<file path="config.mk">
export PLATFORM = sky130hd
export DESIGN_NAME = adc_init_seq
export DESIGN_NICKNAME = d
export VERILOG_FILES = /design/src/rtl/adc_init_seq.sv
export SDC_FILE = /design/constraint.sdc
export NUM_CORES = 1
export LEC_CHECK = 0
export ABC_CLOCK_PERIOD_IN_PS = 3400
export BUFFER_PORTS_ARGS = -buffer_cell sky130_fd_sc_hd__buf_4
export CAP_MARGIN = 25
export CORE_MARGIN = 4
export CORE_UTILIZATION = 23
export DETAILED_ROUTE_END_ITERATION = 16
export GPL_ROUTABILITY_DRIVEN = 0
export REMOVE_ABC_BUFFERS = 1
export SKIP_LAST_GASP = 1
export SYNTH_ARGS = -nofsm -noshare
export SYNTH_HDL_FRONTEND = slang
export SYNTH_SLANG_ARGS = --single-unit
</file>
<file path="constraint.sdc">
create_clock -name CLK -period 3.4 [get_ports CLK]
set_clock_uncertainty 0.05 [all_clocks]
set_input_delay 0.17 -clock CLK [delete_from_list [all_inputs] [get_ports CLK]]
set_output_delay 0.17 -clock CLK [all_outputs]
set_load 0.02 [all_outputs]
</file>
<file path="src/rtl/adc_init_seq.sv">
`timescale 1ns/1ps
// adc_init_seq: power-up sequencer for a bank of ADCs.
// Pulses ADC reset, waits to settle, then configures each enabled ADC with retries.
module adc_init_seq #(
  parameter int NADC         = 6,
  parameter int RST_TICKS    = 2,
  parameter int SETTLE_TICKS = 4,
  parameter int TIME_OUT     = 5,
  parameter int MAX_RETRY    = 2
) (
  input  logic            CLK,
  input  logic            RST_B,
  input  logic            TICK,
  input  logic            START,
  input  logic [NADC-1:0] ADC_MASK,
  input  logic            CFG_DONE,
  output logic            ADC_RST,
  output logic            CFG_REQ,
  output logic [2:0]      CFG_SEL,
  output logic            RUN,
  output logic            FAIL,
  output logic [NADC-1:0] FAIL_MAP
);

  typedef enum logic [2:0] {
    IDLE, RST_ADC, SETTLE, SCAN, REQ, WAIT, DONE
  } state_t;

  state_t          state, state_nxt;
  logic [11:0]     cnt, cnt_nxt;
  logic [3:0]      idx, idx_nxt;
  logic [7:0]      retry, retry_nxt;
  logic [NADC-1:0] map, map_nxt;
  logic [12:0]     cnt_inc;
  logic            mask_bit;
  logic            tick_rst, tick_set, tick_to;
  logic            restart;

  assign cnt_inc  = {1'b0, cnt} + 13'd1;
  assign tick_rst = TICK && (cnt_inc == 13'(RST_TICKS));
  assign tick_set = TICK && (cnt_inc == 13'(SETTLE_TICKS));
  assign tick_to  = TICK && (cnt_inc == 13'(TIME_OUT));
  assign restart  = START && (state != IDLE);

  // Enable bit of the ADC currently indexed (0 once past the last ADC).
  always_comb begin
    mask_bit = 1'b0;
    for (int i = 0; i < NADC; i++)
      if (idx == 4'(i)) mask_bit = ADC_MASK[i];
  end

  // Next-state, index/retry bookkeeping and saturating tick counter.
  always_comb begin
    state_nxt = state;
    idx_nxt   = idx;
    retry_nxt = retry;
    map_nxt   = map;
    cnt_nxt   = cnt;
    if (TICK && cnt != 12'hFFF)
      cnt_nxt = cnt + 12'd1;
    case (state)
      IDLE:    state_nxt = RST_ADC;
      RST_ADC: if (tick_rst) state_nxt = SETTLE;
      SETTLE: begin
        if (tick_set) begin
          state_nxt = SCAN;
          idx_nxt   = 4'd0;
          retry_nxt = 8'd0;
        end
      end
      SCAN: begin
        if (idx == 4'(NADC))
          state_nxt = DONE;
        else if (!mask_bit)
          idx_nxt = idx + 4'd1;
        else
          state_nxt = REQ;
      end
      REQ:  state_nxt = WAIT;
      WAIT: begin
        if (CFG_DONE) begin
          idx_nxt   = idx + 4'd1;
          retry_nxt = 8'd0;
          state_nxt = SCAN;
        end else if (tick_to) begin
          state_nxt = SCAN;
          if (retry < 8'(MAX_RETRY)) begin
            retry_nxt = retry + 8'd1;
          end else begin
            for (int i = 0; i < NADC; i++)
              if (idx == 4'(i)) map_nxt[i] = 1'b1;
            idx_nxt   = idx + 4'd1;
            retry_nxt = 8'd0;
          end
        end
      end
      DONE:    state_nxt = DONE;
      default: state_nxt = IDLE;
    endcase
    if (restart) begin
      state_nxt = RST_ADC;
      idx_nxt   = 4'd0;
      retry_nxt = 8'd0;
      map_nxt   = '0;
    end
    if (restart || state_nxt != state)
      cnt_nxt = 12'd0;
  end

  // State and datapath registers.
  always_ff @(posedge CLK or negedge RST_B) begin
    if (!RST_B) begin
      state <= IDLE;
      cnt   <= 12'd0;
      idx   <= 4'd0;
      retry <= 8'd0;
      map   <= '0;
    end else begin
      state <= state_nxt;
      cnt   <= cnt_nxt;
      idx   <= idx_nxt;
      retry <= retry_nxt;
      map   <= map_nxt;
    end
  end

  assign ADC_RST  = (state == IDLE) || (state == RST_ADC);
  assign CFG_REQ  = (state == REQ) || (state == WAIT);
  assign CFG_SEL  = idx[2:0];
  assign RUN      = (state == DONE) && (map == '0);
  assign FAIL     = (state == DONE) && (map != '0);
  assign FAIL_MAP = map;

endmodule

</file>
==> results_dict.tcl <==
set metrics [dict create \
    status "completed" \
    start_util_pct 23.56 \
    clock-sinks 33 \
    ys_ff_latch 33 \
    p_leak_nw 1.128 \
    switching_share_pct 38.44 \
    synth_top_area_share_pct 36.03 \
    post_cts_resized 0 \
    synth-edff-count 0 \
    cts_tree "done" \
    yosysWarnings 0 \
    crit_required_ns 3.53 \
    rsz0062_at_grt "no" \
    grt_pass1_wl_um 8976 \
    end_kind "flip-flop" \
    ios 24 \
    timing.final.ws_setup_ns 0.5876 \
    period_needed_ns 2.812 \
    worst-setup-path-type "reg -> reg" \
    area_delta_synth_final_pct 15.72 \
    wl_per_cell_um 12.06 \
    synth_top_flop_cell "dfrtp_1" \
    p_seq_share_pct 39.5 \
    drt_iter0_drc 137 \
    wl_met2_um 2393 \
    powerDensity_nw_per_um2 450.9 \
    htree_levels 2 \
    num_vias 1955 \
    drc 0 \
    drtAntennaViolNets 0 \
    hpwl_um 3765 \
    drt-total-wl_um 5053 \
    vdd_drop_max_v 0.0001371 \
    avgSynthCellArea_um2 8.521 \
    num_rows 36 \
    n_fill_cell 1076 \
    yosys-top-cells-area "dfrtp_1, ha_1, nor3_1" \
    met3_length_um 173 \
    core_area_um2 9729 \
    slew_headroom_pct 44.25 \
    critPathBufInv 0 \
    fin_tns_setup_ns 0 \
    cts_buffer_depth 2 \
    portBuffers 23 \
    hold_path_class "in -> reg" \
    drive_gt1_share_pct 16.08 \
    drt-met1-wl_um 2405 \
    seqCellArea_um2 825.8 \
    top_layer_used "met4" \
    clk_latency_ns 0.29 \
    clockRootBuffer "clkbuf_8" \
    pwr-share-clk_pct 25.7 \
    path_cells "ha_1, nand2_1, or3_1, o21ai_2, nand4_2, o22ai_2, nand3_2, mux2_2" \
    post_drt_via_cell_ratio 4.666 \
    pwr-share-comb_pct 34.8 \
    num_antenna_cells 0 \
    grt_usage_pct 9.354 \
    first_pass_iters 4 \
    clk_pin_slew_worst_paths_ns 0.07 \
    cpLargestDelayFamily "simple AND/OR/NAND/NOR gates" \
    dp_worst_setup_slack_ns 0.6207 \
    grt.overflow.total 0 \
    setup_viol 0 \
    synth_sequential_area_ratio_pct 36.03 \
    nNetsFinal 306 \
    cts_made_buffers 5 \
    multiInputGateArea_um2 1320 \
    arrival_ns 2.94 \
    critPathMaxStageDelay_ns 0.52 \
    finalHoldViolations 0 \
    synth_area_um2 2292 \
    p_sw_w 0.0004597 \
    antenna_found_initial 0 \
    timing.fmax_mhz 355.6 \
    worstMarginPinSlew_ns 0.8273 \
    synth_area_leader_cell "dfrtp_1" \
    ys_async_sr_fraction_pct 100.0 \
    first_global_vias 1901 \
    internal_power_w 0.0007362 \
    die_w_um 107.8 \
    grt_start_max_net_pins 34 \
    die_y_um 107.8 \
    maxCapViolations 0 \
    cp_max_fo 14 \
    synth_cell_types 53 \
    crit_path_start_kind "flip-flop" \
    slew_viol_final 0 \
    syn_inst 269 \
    crit_slowest_cell "o22ai_2" \
    post-route-period-util_pct 82.72 \
    die-area_um2 11630 \
]
stage by stage:
step / hold slack (ns) / utilization, % / cell area, um^2 / instances / power [W]
floorplan: -0.1756 / - / 2206 / 254 / 0.0007611
global placement: 0.09228 / 26.23 / 2552 / 411 / 0.0008887
detailed placement: 0.09372 / 26.23 / 2552 / 411 / 0.0008993
CTS: 0.04293 / 27.26 / 2653 / 419 / 0.001211
global route: 0.07026 / 27.26 / 2653 / 419 / 0.001280
finish: 0.04832 / 27.26 / 2653 / 419 / 0.001196
placed cells by master (no fill, tap or decap), types with 5 or more instances in the layout:
cell,n
nor3_1,21
nand2_1,24
nor4_1,6
o21ai_0,8
xnor2_1,8
dfrtp_1,33
ha_1,9
nor2_1,25
nand3_1,10
xor2_1,5
a21oi_1,12
clkbuf_8,6
buf_4,24
a31oi_1,14
inv_1,16
nand2b_1,5
and3_1,6
routing by layer:
metal	vias to the layer above	GRT usage, %
met2	42	15.50
met5	-	0
met4	0	3.607
li1	998	-
met1	908	12.09
met3	7	1.620
what timing repair did:
action / 4_1_cts / 5_1_grt
hold buffers: 1 / 0
buffers inserted: 0 / 0
endpoints found under the hold margin: 33 / 0
path summary, 6_finish.rpt:
check                            startpoint  slack, ns          end  cells after the start
max in group asynchronous             RST_B       2.69     state[0]                      2
min in group asynchronous             RST_B       0.31     state[2]                      2
worst min register to register  FAIL_MAP[0]       0.48  FAIL_MAP[0]                      2
worst max-delay path                 cnt[1]       0.59       idx[0]                      8
worst min-delay path                  START       0.05     state[2]                      2
worst max register to register       cnt[1]       0.59       idx[0]                      8
power by group through the flow:
stage | Sequential, W | Clock [W] | Combinational (W)
after floorplan | 0.000470 | 0 | 0.000291
after global placement | 0.000477 | 0 | 0.000412
after detailed placement | 0.000479 | 0 | 0.000420
after CTS | 0.000472 | 0.000317 | 0.000422
after global routing | 0.000479 | 0.000331 | 0.000469
final | 0.000472 | 0.000308 | 0.000416
final cells by class:
class | count | area share, %
clock buffers | 6 | 3.113
clock inverters | 1 | 0.2830
inverters | 16 | 2.264
multi-input cells | 205 | 49.76
flip-flops and latches | 33 | 31.13
well taps | 133 | 6.274
repair buffers | 25 | 7.170
kinds of logic after synthesis:
| logic type | count (synthesis) | share of synthesized area (%) |
|---|---|---|
| compound gates | 58 | 17.52 |
| xor+xnor | 13 | 4.967 |
| fa+ha+maj | 9 | 4.913 |
| flops | 33 | 36.03 |
| simple gates | 117 | 26.47 |
| mux | 8 | 3.712 |
| buf+inv | 31 | 6.386 |
cells in the mapped netlist (all sizes together), types with 4 or more instances:
master,n
mux2i,4
nand3b,4
and3,6
xor2,5
a31oi,15
nand3,11
clkbuf,6
nand2,24
xnor2,8
mux2,4
nor3,21
ha,9
nor2,25
inv,16
a21oi,12
nand2b,5
buf,9
dfrtp,33
and2,4
o21ai,9
nor4,6
state kept, by name (all words and copies together), names as in the netlist:
name      count
idx           4
cnt          12
state         3
FAIL_MAP      6
retry         8
worst register-to-register path: cells and delay by family (launching register included):
kind | cells | cell delay [ns]
compound gates | 2 | 0.66
fa+ha+maj | 1 | 0.29
flops | 1 | 0.41
mux | 1 | 0.32
simple gates | 4 | 0.97
No activity file was read; power rests on OpenSTA's default activity.
